## config.mk

```make
export PLATFORM = sky130hd
export DESIGN_NAME = sdram_pixel_buffer
export DESIGN_NICKNAME = d
export VERILOG_FILES = /design/src/rtl/sdram_pixbuf_pkg.sv /design/src/rtl/pixbuf_fifo.sv /design/src/rtl/sdram_pixel_buffer.sv
export SDC_FILE = /design/constraint.sdc
export NUM_CORES = 1
export LEC_CHECK = 0
export BUFFER_PORTS_ARGS = -buffer_cell sky130_fd_sc_hd__buf_2
export CAP_MARGIN = 5
export CORE_MARGIN = 1
export CORE_UTILIZATION = 38
export CTS_BUF_LIST = sky130_fd_sc_hd__clkbuf_16
export DETAILED_ROUTE_END_ITERATION = 8
export SLEW_MARGIN = 10
export SYNTH_ARGS = -nofsm -noshare
export SYNTH_HDL_FRONTEND = slang
export SYNTH_SLANG_ARGS = --single-unit
```

## constraint.sdc

```tcl
create_clock -name ck -period 4.5 [get_ports ck]
set_input_delay 0.225 -clock ck [delete_from_list [all_inputs] [get_ports ck]]
set_output_delay 0.225 -clock ck [all_outputs]
set_load 0.01 [all_outputs]
```

## src/rtl/sdram_pixbuf_pkg.sv

```systemverilog
// Shared types and default sizing for the SDRAM pixel buffer.
package sdram_pixbuf_pkg;

   typedef logic [15:0] word_t;

   typedef enum logic [2:0] {
      IDLE,
      WAIT_SPACE,
      REQ,
      RECV,
      DRAIN,
      DONE
   } pixbuf_state_t;

   localparam int DEFAULT_DEPTH     = 64;
   localparam int DEFAULT_BURST_LEN = 8;
   localparam int DEFAULT_IMG_WORDS = 128;

endpackage

```

## src/rtl/pixbuf_fifo.sv

```systemverilog
// Single-clock FIFO with a show-ahead head register, synchronous flush and occupancy output.
module pixbuf_fifo
   import sdram_pixbuf_pkg::*;
#(
   parameter int DEPTH = DEFAULT_DEPTH
) (
   input  logic                   ck,
   input  logic                   reset,
   input  logic                   flush,
   input  logic                   push,
   input  word_t                  wr_data,
   input  logic                   pop_ready,
   output word_t                  head_data,
   output logic                   head_valid,
   output logic [$clog2(DEPTH):0] level
);

   localparam int PTR_W = $clog2(DEPTH);
   localparam int LVL_W = PTR_W + 1;

   word_t             mem [DEPTH];
   logic [PTR_W-1:0]  wr_ptr;
   logic [PTR_W-1:0]  rd_ptr;
   logic [LVL_W-1:0]  mem_count;
   logic              pop;
   logic              load_slot;
   logic              refill;
   logic              bypass;
   logic              mem_write;

   // The head register counts toward occupancy; a push into an empty FIFO bypasses the array.
   assign pop       = head_valid && pop_ready;
   assign load_slot = !head_valid || pop;
   assign refill    = load_slot && (mem_count != '0);
   assign bypass    = load_slot && (mem_count == '0) && push;
   assign mem_write = push && !bypass;
   assign level     = mem_count + {{PTR_W{1'b0}}, head_valid};

   always_ff @(posedge ck) begin
      if (mem_write && !flush)
         mem[wr_ptr] <= wr_data;
   end

   always_ff @(posedge ck or posedge reset) begin
      if (reset) begin
         wr_ptr     <= '0;
         rd_ptr     <= '0;
         mem_count  <= '0;
         head_valid <= 1'b0;
         head_data  <= '0;
      end else if (flush) begin
         wr_ptr     <= '0;
         rd_ptr     <= '0;
         mem_count  <= '0;
         head_valid <= 1'b0;
         head_data  <= '0;
      end else begin
         if (mem_write)
            wr_ptr <= wr_ptr + PTR_W'(1);
         if (refill) begin
            head_data  <= mem[rd_ptr];
            head_valid <= 1'b1;
            rd_ptr     <= rd_ptr + PTR_W'(1);
         end else if (bypass) begin
            head_data  <= wr_data;
            head_valid <= 1'b1;
         end else if (pop) begin
            head_valid <= 1'b0;
         end
         if (mem_write && !refill)
            mem_count <= mem_count + LVL_W'(1);
         else if (!mem_write && refill)
            mem_count <= mem_count - LVL_W'(1);
      end
   end

endmodule

```

## src/rtl/sdram_pixel_buffer.sv

```systemverilog
// Burst requester and frame tracker feeding the pixel FIFO from the SDRAM read path.
// Optional max_level watermark output is enabled by SDRAM_PIXBUF_WATERMARK_EN.
module sdram_pixel_buffer
   import sdram_pixbuf_pkg::*;
#(
   parameter int DEPTH     = DEFAULT_DEPTH,
   parameter int BURST_LEN = DEFAULT_BURST_LEN,
   parameter int IMG_WORDS = DEFAULT_IMG_WORDS
) (
   input  logic                   ck,
   input  logic                   reset,
   input  logic                   frame_start,
   output logic                   burst_req,
   input  logic                   burst_ack,
   input  logic [15:0]            rd_data,
   input  logic                   rd_valid,
   output logic [15:0]            pix_data,
   output logic                   pix_valid,
   input  logic                   pix_ready,
   output logic [$clog2(DEPTH):0] level,
   output logic                   frame_loaded,
`ifdef SDRAM_PIXBUF_WATERMARK_EN
   output logic [$clog2(DEPTH):0] max_level,
`endif
   output logic                   err
);

   localparam int LVL_W  = $clog2(DEPTH) + 1;
   localparam int BEAT_W = $clog2(BURST_LEN) + 1;
   localparam int WRX_W  = $clog2(IMG_WORDS) + 1;

   localparam logic [LVL_W-1:0]  FULL_LEVEL  = LVL_W'(DEPTH);
   localparam logic [LVL_W-1:0]  SPACE_LIMIT = LVL_W'(DEPTH - BURST_LEN);
   localparam logic [BEAT_W-1:0] BURST_BEATS = BEAT_W'(BURST_LEN);
   localparam logic [BEAT_W-1:0] LAST_BEAT   = BEAT_W'(BURST_LEN - 1);
   localparam logic [WRX_W-1:0]  FRAME_WORDS = WRX_W'(IMG_WORDS);

   pixbuf_state_t      state;
   logic [BEAT_W-1:0]  beat_cnt;
   logic [BEAT_W-1:0]  drain_cnt;
   logic [WRX_W-1:0]   words_rx;
   logic [WRX_W-1:0]   words_rx_inc;
   logic [BEAT_W-1:0]  valid_beat;
   logic [BEAT_W-1:0]  recv_left;
   logic [BEAT_W-1:0]  drain_left;
   logic               capture;
   logic               fifo_push;
   logic               dropped;
   logic               stray;

   // A word arriving alongside frame_start belongs to the aborted burst and is counted as drained.
   assign valid_beat   = {{(BEAT_W-1){1'b0}}, rd_valid};
   assign recv_left    = BURST_BEATS - beat_cnt - valid_beat;
   assign drain_left   = drain_cnt - valid_beat;
   assign words_rx_inc = (words_rx == FRAME_WORDS) ? words_rx : words_rx + WRX_W'(1);
   assign capture      = (state == RECV) && rd_valid && !frame_start;
   assign fifo_push    = capture && (level != FULL_LEVEL);
   assign dropped      = capture && (level == FULL_LEVEL);
   assign stray        = rd_valid && (state != RECV) && (state != DRAIN);

   pixbuf_fifo #(
      .DEPTH(DEPTH)
   ) u_fifo (
      .ck        (ck),
      .reset     (reset),
      .flush     (frame_start),
      .push      (fifo_push),
      .wr_data   (rd_data),
      .pop_ready (pix_ready),
      .head_data (pix_data),
      .head_valid(pix_valid),
      .level     (level)
   );

   always_ff @(posedge ck or posedge reset) begin
      if (reset) begin
         state        <= IDLE;
         burst_req    <= 1'b0;
         frame_loaded <= 1'b0;
         err          <= 1'b0;
         beat_cnt     <= '0;
         drain_cnt    <= '0;
         words_rx     <= '0;
      end else if (frame_start) begin
         words_rx     <= '0;
         frame_loaded <= 1'b0;
         err          <= 1'b0;
         beat_cnt     <= '0;
         burst_req    <= 1'b0;
         // A burst already committed on the bus must still be swallowed; a pending drain keeps going.
         if (state == RECV && recv_left != '0) begin
            state     <= DRAIN;
            drain_cnt <= recv_left;
         end else if (state == REQ && burst_ack) begin
            state     <= DRAIN;
            drain_cnt <= BURST_BEATS;
         end else if (state == DRAIN && drain_left != '0) begin
            state     <= DRAIN;
            drain_cnt <= drain_left;
         end else begin
            state     <= WAIT_SPACE;
         end
      end else begin
         if (stray || dropped)
            err <= 1'b1;
         case (state)
            IDLE: ;
            WAIT_SPACE: begin
               if (level <= SPACE_LIMIT) begin
                  state     <= REQ;
                  burst_req <= 1'b1;
               end
            end
            REQ: begin
               if (burst_ack) begin
                  state     <= RECV;
                  burst_req <= 1'b0;
                  beat_cnt  <= '0;
               end
            end
            RECV: begin
               if (rd_valid) begin
                  words_rx <= words_rx_inc;
                  if (beat_cnt == LAST_BEAT) begin
                     beat_cnt <= '0;
                     if (words_rx_inc == FRAME_WORDS) begin
                        state        <= DONE;
                        frame_loaded <= 1'b1;
                     end else begin
                        state <= WAIT_SPACE;
                     end
                  end else begin
                     beat_cnt <= beat_cnt + BEAT_W'(1);
                  end
               end
            end
            DRAIN: begin
               if (rd_valid) begin
                  drain_cnt <= drain_left;
                  if (drain_left == '0)
                     state <= WAIT_SPACE;
               end
            end
            DONE: ;
            default: state <= IDLE;
         endcase
      end
   end

`ifdef SDRAM_PIXBUF_WATERMARK_EN
   always_ff @(posedge ck or posedge reset) begin
      if (reset)
         max_level <= '0;
      else if (frame_start)
         max_level <= '0;
      else if (level > max_level)
         max_level <= level;
   end
`endif

endmodule

```

==> results.sh, run 1 <==
export IMPL_status="completed"
export IMPL_grt_overflow_total=0
export IMPL_avgSynthCellArea_um2=19.23
export IMPL_dp_cells=3784
export IMPL_cts_tree="done"
export IMPL_synth_mux_area_frac=0.1329
export IMPL_insertion_delay_ns=0.70
export IMPL_synth_area_leader_cell="edfxtp_1"
export IMPL_clockPowerShare=0.351
export IMPL_rows=123
export IMPL_clockBufferDepth=3
export IMPL_syn_to_final_growth_pct=14.41
export IMPL_dpl_hpwl_mm=67.12
export IMPL_regArea_mm2=0.03221
export IMPL_synth_xor_xnor_area_share=0.003668
export IMPL_critPathCaptureType="register"
export IMPL_final_setup_tns_ns=0
export IMPL_clkSinkCount=1082
export IMPL_drive_gt1_frac=0.2149
export IMPL_yosys_area_share_simple=0.02571
export IMPL_startpoint_type="register"
export IMPL_netlist_cell_type_count=73
export IMPL_finalWirelength_mm=108.3
export IMPL_fill_cells=9586
export IMPL_ys_seq_area_frac=0.7493
export IMPL_cp_max_fo=7
export IMPL_num_vias=22437
export IMPL_fin_crit_sh=0.8623
export IMPL_place_worst_setup_slack_ns=0.6896
export IMPL_worst_slew_margin_rel=0.1437
export IMPL_fin_hold_ws_ns=0.06010
export IMPL_grt_max_degree=86
export IMPL_p_switching_mw=7.238
export IMPL_p_per_area_mw_per_mm2=532.9
export IMPL_pwr_share_seq=0.437
export IMPL_place_congestion=0.8610
export IMPL_critPathRequiredTime_ns=5.11
export IMPL_arrival_ns=4.49
export IMPL_syn_num_nets=2276
export IMPL_p_int_mw=18.96
export IMPL_dr_first_iter_drc_count=2421
export IMPL_cts_resized=0
export IMPL_htree_levels=3
export IMPL_synthAdderAreaFrac=0.005706
export IMPL_yosys_warnings=0
export IMPL_leakagePower_nw=16.12
export IMPL_die_h_um=338.3
export IMPL_synth_compound_area_frac=0.06329
export IMPL_nets=2436
export IMPL_grt_use_total=0.1876
export IMPL_coreArea_mm2=0.1123
export IMPL_via_per_inst=5.630
export IMPL_min_period_ns=3.880
export IMPL_async_flop_share=0.05360
export IMPL_skew_ns=0.04151
export IMPL_numCtsBuffers=106
export IMPL_grt_pass1_wl_mm=158.9
export IMPL_numPortBuffers=48
export IMPL_synth_seq_cells=1082
export IMPL_diodes=0
export IMPL_synth_area_mm2=0.04298
export IMPL_worstSetupPathType="reg -> reg"
export IMPL_finalSetupViolations=0
export IMPL_drv_cap=0
export IMPL_finalMaxSlewViolations=0
export IMPL_ant_nets=0
export IMPL_p_sw_frac=0.2763
export IMPL_irDropWorstVdd_v=0.0003125
export IMPL_cts_root_buf="clkbuf_16"
export IMPL_grt_pass1_vias=22772
export IMPL_final_instance_count_excl_fill=3985
export IMPL_comb_power_share=0.212
export IMPL_total_power_mw=26.20
export IMPL_worst_pin_slew_ns=1.284
export IMPL_fin_ws_ns=0.6196
export IMPL_syn_instance_count=2235
export IMPL_hp_class="in -> reg"
export IMPL_clk_pin_slew_ns=0.07
export IMPL_synth_main_ff_cell="edfxtp_1"
export IMPL_multiInputGateArea_mm2=0.009966
export IMPL_die_area_mm2=0.1144
export IMPL_dieWidth_um=338.3
export IMPL_hold_viol=0
export IMPL_first_pass_iters=6
export IMPL_drc=0
export IMPL_synth_top_family_by_area="multiplexers"
export IMPL_cts_setup_buffers=0
export IMPL_synth_edf_count=1024
export IMPL_clock_fmax_mhz=257.7
export IMPL_start_util=0.3825
export IMPL_synth_top_area_share=0.7155
export IMPL_io_pins=49
export IMPL_rsz0062_at_grt="false"
export IMPL_routedWlPerCell_um=27.19
export IMPL_yosys_top_cells_area="edfxtp_1 72%, mux4_2 8.7%, mux2i_1 4.4%"
export IMPL_antenna_found_initial=3
==> worst paths after layout <==
check / start / endpoint / slack [ns] / cells after the start
setup reg to reg: u_fifo.mem_count[0] / u_fifo.mem_count[6] / 0.62 / 14
min in group asynchronous: reset / err / 0.19 / 3
setup / recovery: u_fifo.mem_count[0] / u_fifo.mem_count[6] / 0.62 / 14
hold / removal: frame_start / beat_cnt[1] / 0.06 / 4
max in group asynchronous: reset / u_fifo.rd_ptr[0] / 3.41 / 4
hold reg to reg: frame_loaded / frame_loaded / 0.49 / 1
==> cells in the mapped netlist, types with 17 or more instances <==
cell type / count
a211oi_1: 47
o32ai_1: 17
clkbuf_1: 64
o21ai_0: 29
edfxtp_1: 1024
nand3_1: 18
ha_1: 18
buf_2: 19
o22ai_1: 51
o221ai_1: 36
mux2i_1: 188
a22o_1: 22
inv_1: 33
a22oi_1: 20
dfrtp_1: 58
mux4_2: 166
a211o_1: 40
nand2_1: 43
buf_4: 24
a21oi_1: 49
nor2_1: 94
==> what timing repair did <==
action                                  4_1_cts  5_1_grt
endpoints found under the setup margin        0        0
hold buffers                                  3        0
endpoints found under the hold margin        31        0
==> layout by cell type, fill, tap and decap left out, types with 20 or more instances in the layout <==
cell type  instances
a211o_1           40
buf_4            122
dfrtp_1           56
buf_2             48
a211oi_1          46
mux2i_1          188
edfxtp_1        1024
a22oi_1           20
clkinv_1          28
o21ai_0           29
clkbuf_16        107
o221ai_1          36
a21oi_1           49
nand2_1           43
inv_1             50
o22ai_1           51
a22o_1            22
mux4_2           166
nor2_1            93
==> sequential cells by signal (all words and copies together) (netlist names), 3 cells and up <==
name / cells
u_fifo.head_data: 16
u_fifo.wr_ptr: 6
u_fifo.mem: 1024
words_rx: 8
state: 3
u_fifo.rd_ptr: 6
beat_cnt: 4
drain_cnt: 4
u_fifo.mem_count: 7
==> layout make-up <==
type | count | share of cell area
Clock buffer | 107 | 0.05446
Clock inverter | 91 | 0.01965
Inverter | 34 | 0.002596
Multi-Input combinational cell | 990 | 0.2027
Sequential cell | 1082 | 0.6551
Tap cell | 1500 | 0.03817
Timing Repair Buffer | 181 | 0.02738
==> critical path: stages (launching register included) <==
cell and delay, ns:
dfrtp_1 0.48, ha_1 0.25, ha_1 0.20, nand3_1 0.14, or3_4 0.42, a211oi_4 0.44
a21oi_2 0.10, nand2_1 0.21, ha_1 0.32, a211oi_1 0.33, o21bai_1 0.12, a21oi_1 0.28
nor3b_1 0.22, mux2i_1 0.10, o21ai_0 0.17
==> power groups by stage <==
stage | sequential, mW | clock, mW | combinational (mW)
CTS | 11.5 | 9.34 | 5.59
finish | 11.5 | 9.19 | 5.55
global placement | 11.6 | 0 | 5.50
floorplan | 11.5 | 0 | 3.98
global route | 11.5 | 9.73 | 5.86
detailed placement | 11.7 | 0 | 5.57
==> per-layer routing <==
metal	global-route usage	share of wire
met1	0.2704	0.43
met2	0.3008	0.48
met3	0.02594	0.071
met4	0.04619	0.019
met5	0	0.00012
==> metrics by stage <==
step / area [um^2] / utilization
floorplan: 42980 / -
global placement: 45490 / 0.4050
detailed placement: 45490 / 0.4050
CTS: 49170 / 0.4377
global route: 49170 / 0.4377
finish: 49170 / 0.4377
==> cell families (layout without fill, tap and decap cells) <==
kind of cell               count (synthesis)  count (layout)
AOI/OAI and AO/OA                        367             367
xor gates and xnor gates                  18              18
adders and majority gates                 19              19
buffers and inverters                    163             413
DFF                                     1082            1082
muxes                                    361             361
and+or+nand+nor                          225             225
Power figures use the tool's default switching activity.
==> run 2: changes to the inputs <==
- ABC_AREA: not set -> 1
==> run 2 against run 1 <==
Compared with the run above: wire length rose by 12%; non-clock buffer count fell by 3; critical path depth fell by 3; fmax rose by 12%; synthesized area rose by 4.3%; clock-buffer cell count rose by 5; flip-flop and latch count did not move; combinational power rose by 26%; hold slack got worse by 0.023 ns; sequential power barely moved; first-iteration DRC count rose by 26%; clock skew fell by 0.016 ns; critical endpoint is now u_fifo.mem[34][2]; largest power group unchanged.
==> results.sh, run 2 <==
export IMPL_first_pass_iters=5
export IMPL_crit_path_frequent_cell="ha_1"
export IMPL_largest_register="u_fifo.mem"
export IMPL_clkSinkCount=1082
export IMPL_worst_slew_margin_rel=0.2416
export IMPL_grt_pass1_vias=28314
export IMPL_syn_to_final_growth_pct=12.70
export IMPL_place_congestion=0.8777
export IMPL_synth_main_ff_cell="edfxtp_1"
export IMPL_fin_hold_ws_ns=0.03669
export IMPL_synth_area_mm2=0.04484
export IMPL_synth_top_area_share=0.6858
export IMPL_use_met1=0.2839
export IMPL_dieWidth_um=345.5
export IMPL_syn_num_nets=3909
export IMPL_htree_levels=3
export IMPL_coreArea_mm2=0.1165
export IMPL_clockBufferDepth=3
export IMPL_drive_gt1_frac=0.09667
export IMPL_die_h_um=345.5
export IMPL_dr_first_iter_drc_count=3039
export IMPL_grt_max_degree=157
export IMPL_drc=0
export IMPL_numPortBuffers=48
export IMPL_rsz0062_at_grt="false"
export IMPL_path_buf_inv=1
export IMPL_final_setup_tns_ns=0
export IMPL_cts_setup_buffers=0
export IMPL_arrival_ns=3.81
export IMPL_critPathRequiredTime_ns=4.86
export IMPL_syn_instance_count=3868
export IMPL_skew_ns=0.02597
export IMPL_cts_resized=0
export IMPL_crit_chain="ha_1 -> ha_1 -> nand3_1 -> o21bai_2 -> nand2_2 -> nand4_4 -> nand3_4 -> nor2_4 -> nand2_1 -> nor2_1 -> buf_4"
export IMPL_antenna_found_initial=2
export IMPL_dpl_hpwl_mm=69.53
export IMPL_hp_class="in -> reg"
export IMPL_met2_usage=0.3214
export IMPL_nets=3975
export IMPL_fin_ws_ns=1.048
export IMPL_numCtsBuffers=112
export IMPL_reg_top3="u_fifo.mem x1024, u_fifo.head_data x16, words_rx x8"
export IMPL_async_flop_share=0.05360
export IMPL_critPathCaptureType="register"
export IMPL_worst_pin_slew_ns=1.138
export IMPL_grt_use_total=0.2004
export IMPL_cp_max_fo=15
export IMPL_grtUsageMet3=0.02722
export IMPL_synth_most_common_cell="edfxtp_1"
export IMPL_startpoint_type="register"
export IMPL_yosys_warnings=0
export IMPL_avgSynthCellArea_um2=11.59
export IMPL_cts_root_buf="clkbuf_16"
export IMPL_yosys_top_cells_area="edfxtp_1 69%, nor2_1 6.7%, nand2_1 4.9%"
export IMPL_largest_reg_flops=1024
export IMPL_drv_cap=0
export IMPL_top_usage_layer="met2"
export IMPL_ant_nets=0
export IMPL_die_area_mm2=0.1194
export IMPL_cpLargestDelayFamily="simple AND/OR/NAND/NOR gates"
export IMPL_hold_viol=0
export IMPL_worstSetupPathType="reg -> reg"
export IMPL_status="completed"
export IMPL_total_power_mw=27.00
export IMPL_synth_seq_cells=1082
export IMPL_insertion_delay_ns=0.69
export IMPL_io_pins=49
export IMPL_irDropWorstVdd_v=0.0004481
export IMPL_ys_seq_area_frac=0.7182
export IMPL_via_per_inst=5.343
export IMPL_rows=125
export IMPL_place_worst_setup_slack_ns=1.132
export IMPL_final_common_cell="edfxtp_1"
export IMPL_synthTopCellsByCount="1024 x edfxtp_1, 803 x nor2_1, 583 x nand2_1, 408 x o21ai_0, 393 x nand3_1"
export IMPL_p_per_area_mw_per_mm2=534.4
export IMPL_grt_pass1_wl_mm=181.5
export IMPL_clock_fmax_mhz=289.7
export IMPL_fin_crit_sh=0.7670
export IMPL_leakagePower_nw=17.71
export IMPL_synth_area_leader_cell="edfxtp_1"
export IMPL_post_route_util=0.4337
export IMPL_synth_edf_count=1024
export IMPL_start_util=0.3848
export IMPL_finalMaxSlewViolations=0
export IMPL_crit_slowest_cell="nand2_1"
export IMPL_routedWlPerCell_um=21.94
export IMPL_cp_slowest_stage_delay_ns=0.49
export IMPL_finalWirelength_mm=121.7
export IMPL_grt_overflow_total=0
export IMPL_num_vias=29648
export IMPL_clk_pin_slew_ns=0.06
export IMPL_finalSetupViolations=0
export IMPL_netlist_cell_type_count=40
export IMPL_min_period_ns=3.452
export IMPL_cts_tree="done"
export IMPL_final_cell_mix="1024 x edfxtp_1, 802 x nor2_1, 583 x nand2_1"
## run 2: cell count changes in the layout (fill, tap and decap cells not counted), moves of 166 or more
cell     previous run  this run
nor2_1             93       802
nand2_1            43       583
o21ai_0            29       408
nand3_1            17       393
mux2i_1           188         0
mux4_2            166         0
## run 2: metal layers
layer	wire length (um)	up-vias	share of wire
met3	8182	183	0.067
met1	53550	14628	0.44
li1	-	13774	-
met2	56790	1063	0.47
met5	0	-	0
met4	3219	0	0.026
## run 2: cell families (layout without fill, tap and decap cells)
| logic type | count (synthesis) | after routing | synth area share |
|---|---|---|---|
| buffers and inverters | 310 | 466 | 0.03173 |
| adders and majority gates | 19 | 19 | 0.005470 |
| DFF | 1082 | 1082 | 0.7182 |
| AOI/OAI and AO/OA | 592 | 592 | 0.07029 |
| xor gates and xnor gates | 14 | 14 | 0.002735 |
| and+or+nand+nor | 1851 | 1851 | 0.1716 |
| other | 0 | 1 | 0 |
## run 2: where the power goes
group          switching, mW  internal (mW)  total (mW)
logic                   4.96           2.02        6.97
clock network           3.82           4.79        8.61
registers              0.267           11.2        11.4
## run 2: timing repair
item	4_1_cts	5_1_grt
endpoints found under the setup margin	0	0
hold buffers	6	0
hold endpoints to repair	44	0
## run 2: worst register-to-register path, delay by kind of cell, from the launching register on
kind / cells / cell delay, ns
and+or+nand+nor: 7 / 1.63
adders and majority gates: 2 / 0.53
DFF: 1 / 0.47
buffers and inverters: 1 / 0.32
AOI/OAI and AO/OA: 1 / 0.15
## run 2: final timing paths
check,start,to,slack (ns),depth (start not counted)
max,u_fifo.mem_count[0],u_fifo.mem[34][2],1.05,11
min in group asynchronous,reset,u_fifo.head_data[3],0.21,3
max reg2reg,u_fifo.mem_count[0],u_fifo.mem[34][2],1.05,11
min,frame_start,u_fifo.head_valid,0.04,2
min reg2reg,drain_cnt[0],drain_cnt[0],0.48,2
max in group asynchronous,reset,u_fifo.rd_ptr[1],3.34,4
## run 2: per-stage QoR
stage / instances / area (um^2)
after floorplan: 3868 / 44840
after global placement: 5338 / 47080
after detailed placement: 5338 / 47080
after CTS: 5548 / 50530
after global routing: 5548 / 50530
final: 5549 / 50530
## run 2: layout make-up
cell class / instances / area (um^2)
Inverter: 84 / 335.3
Fill cell: 10549 / 65990
Multi-Input combinational cell: 2476 / 11310
Sequential cell: 1082 / 32210
Antenna cell: 1 / 2.502
Timing Repair Buffer: 178 / 1381
Clock buffer: 112 / 2803
Tap cell: 1524 / 1907
Clock inverter: 92 / 585.6
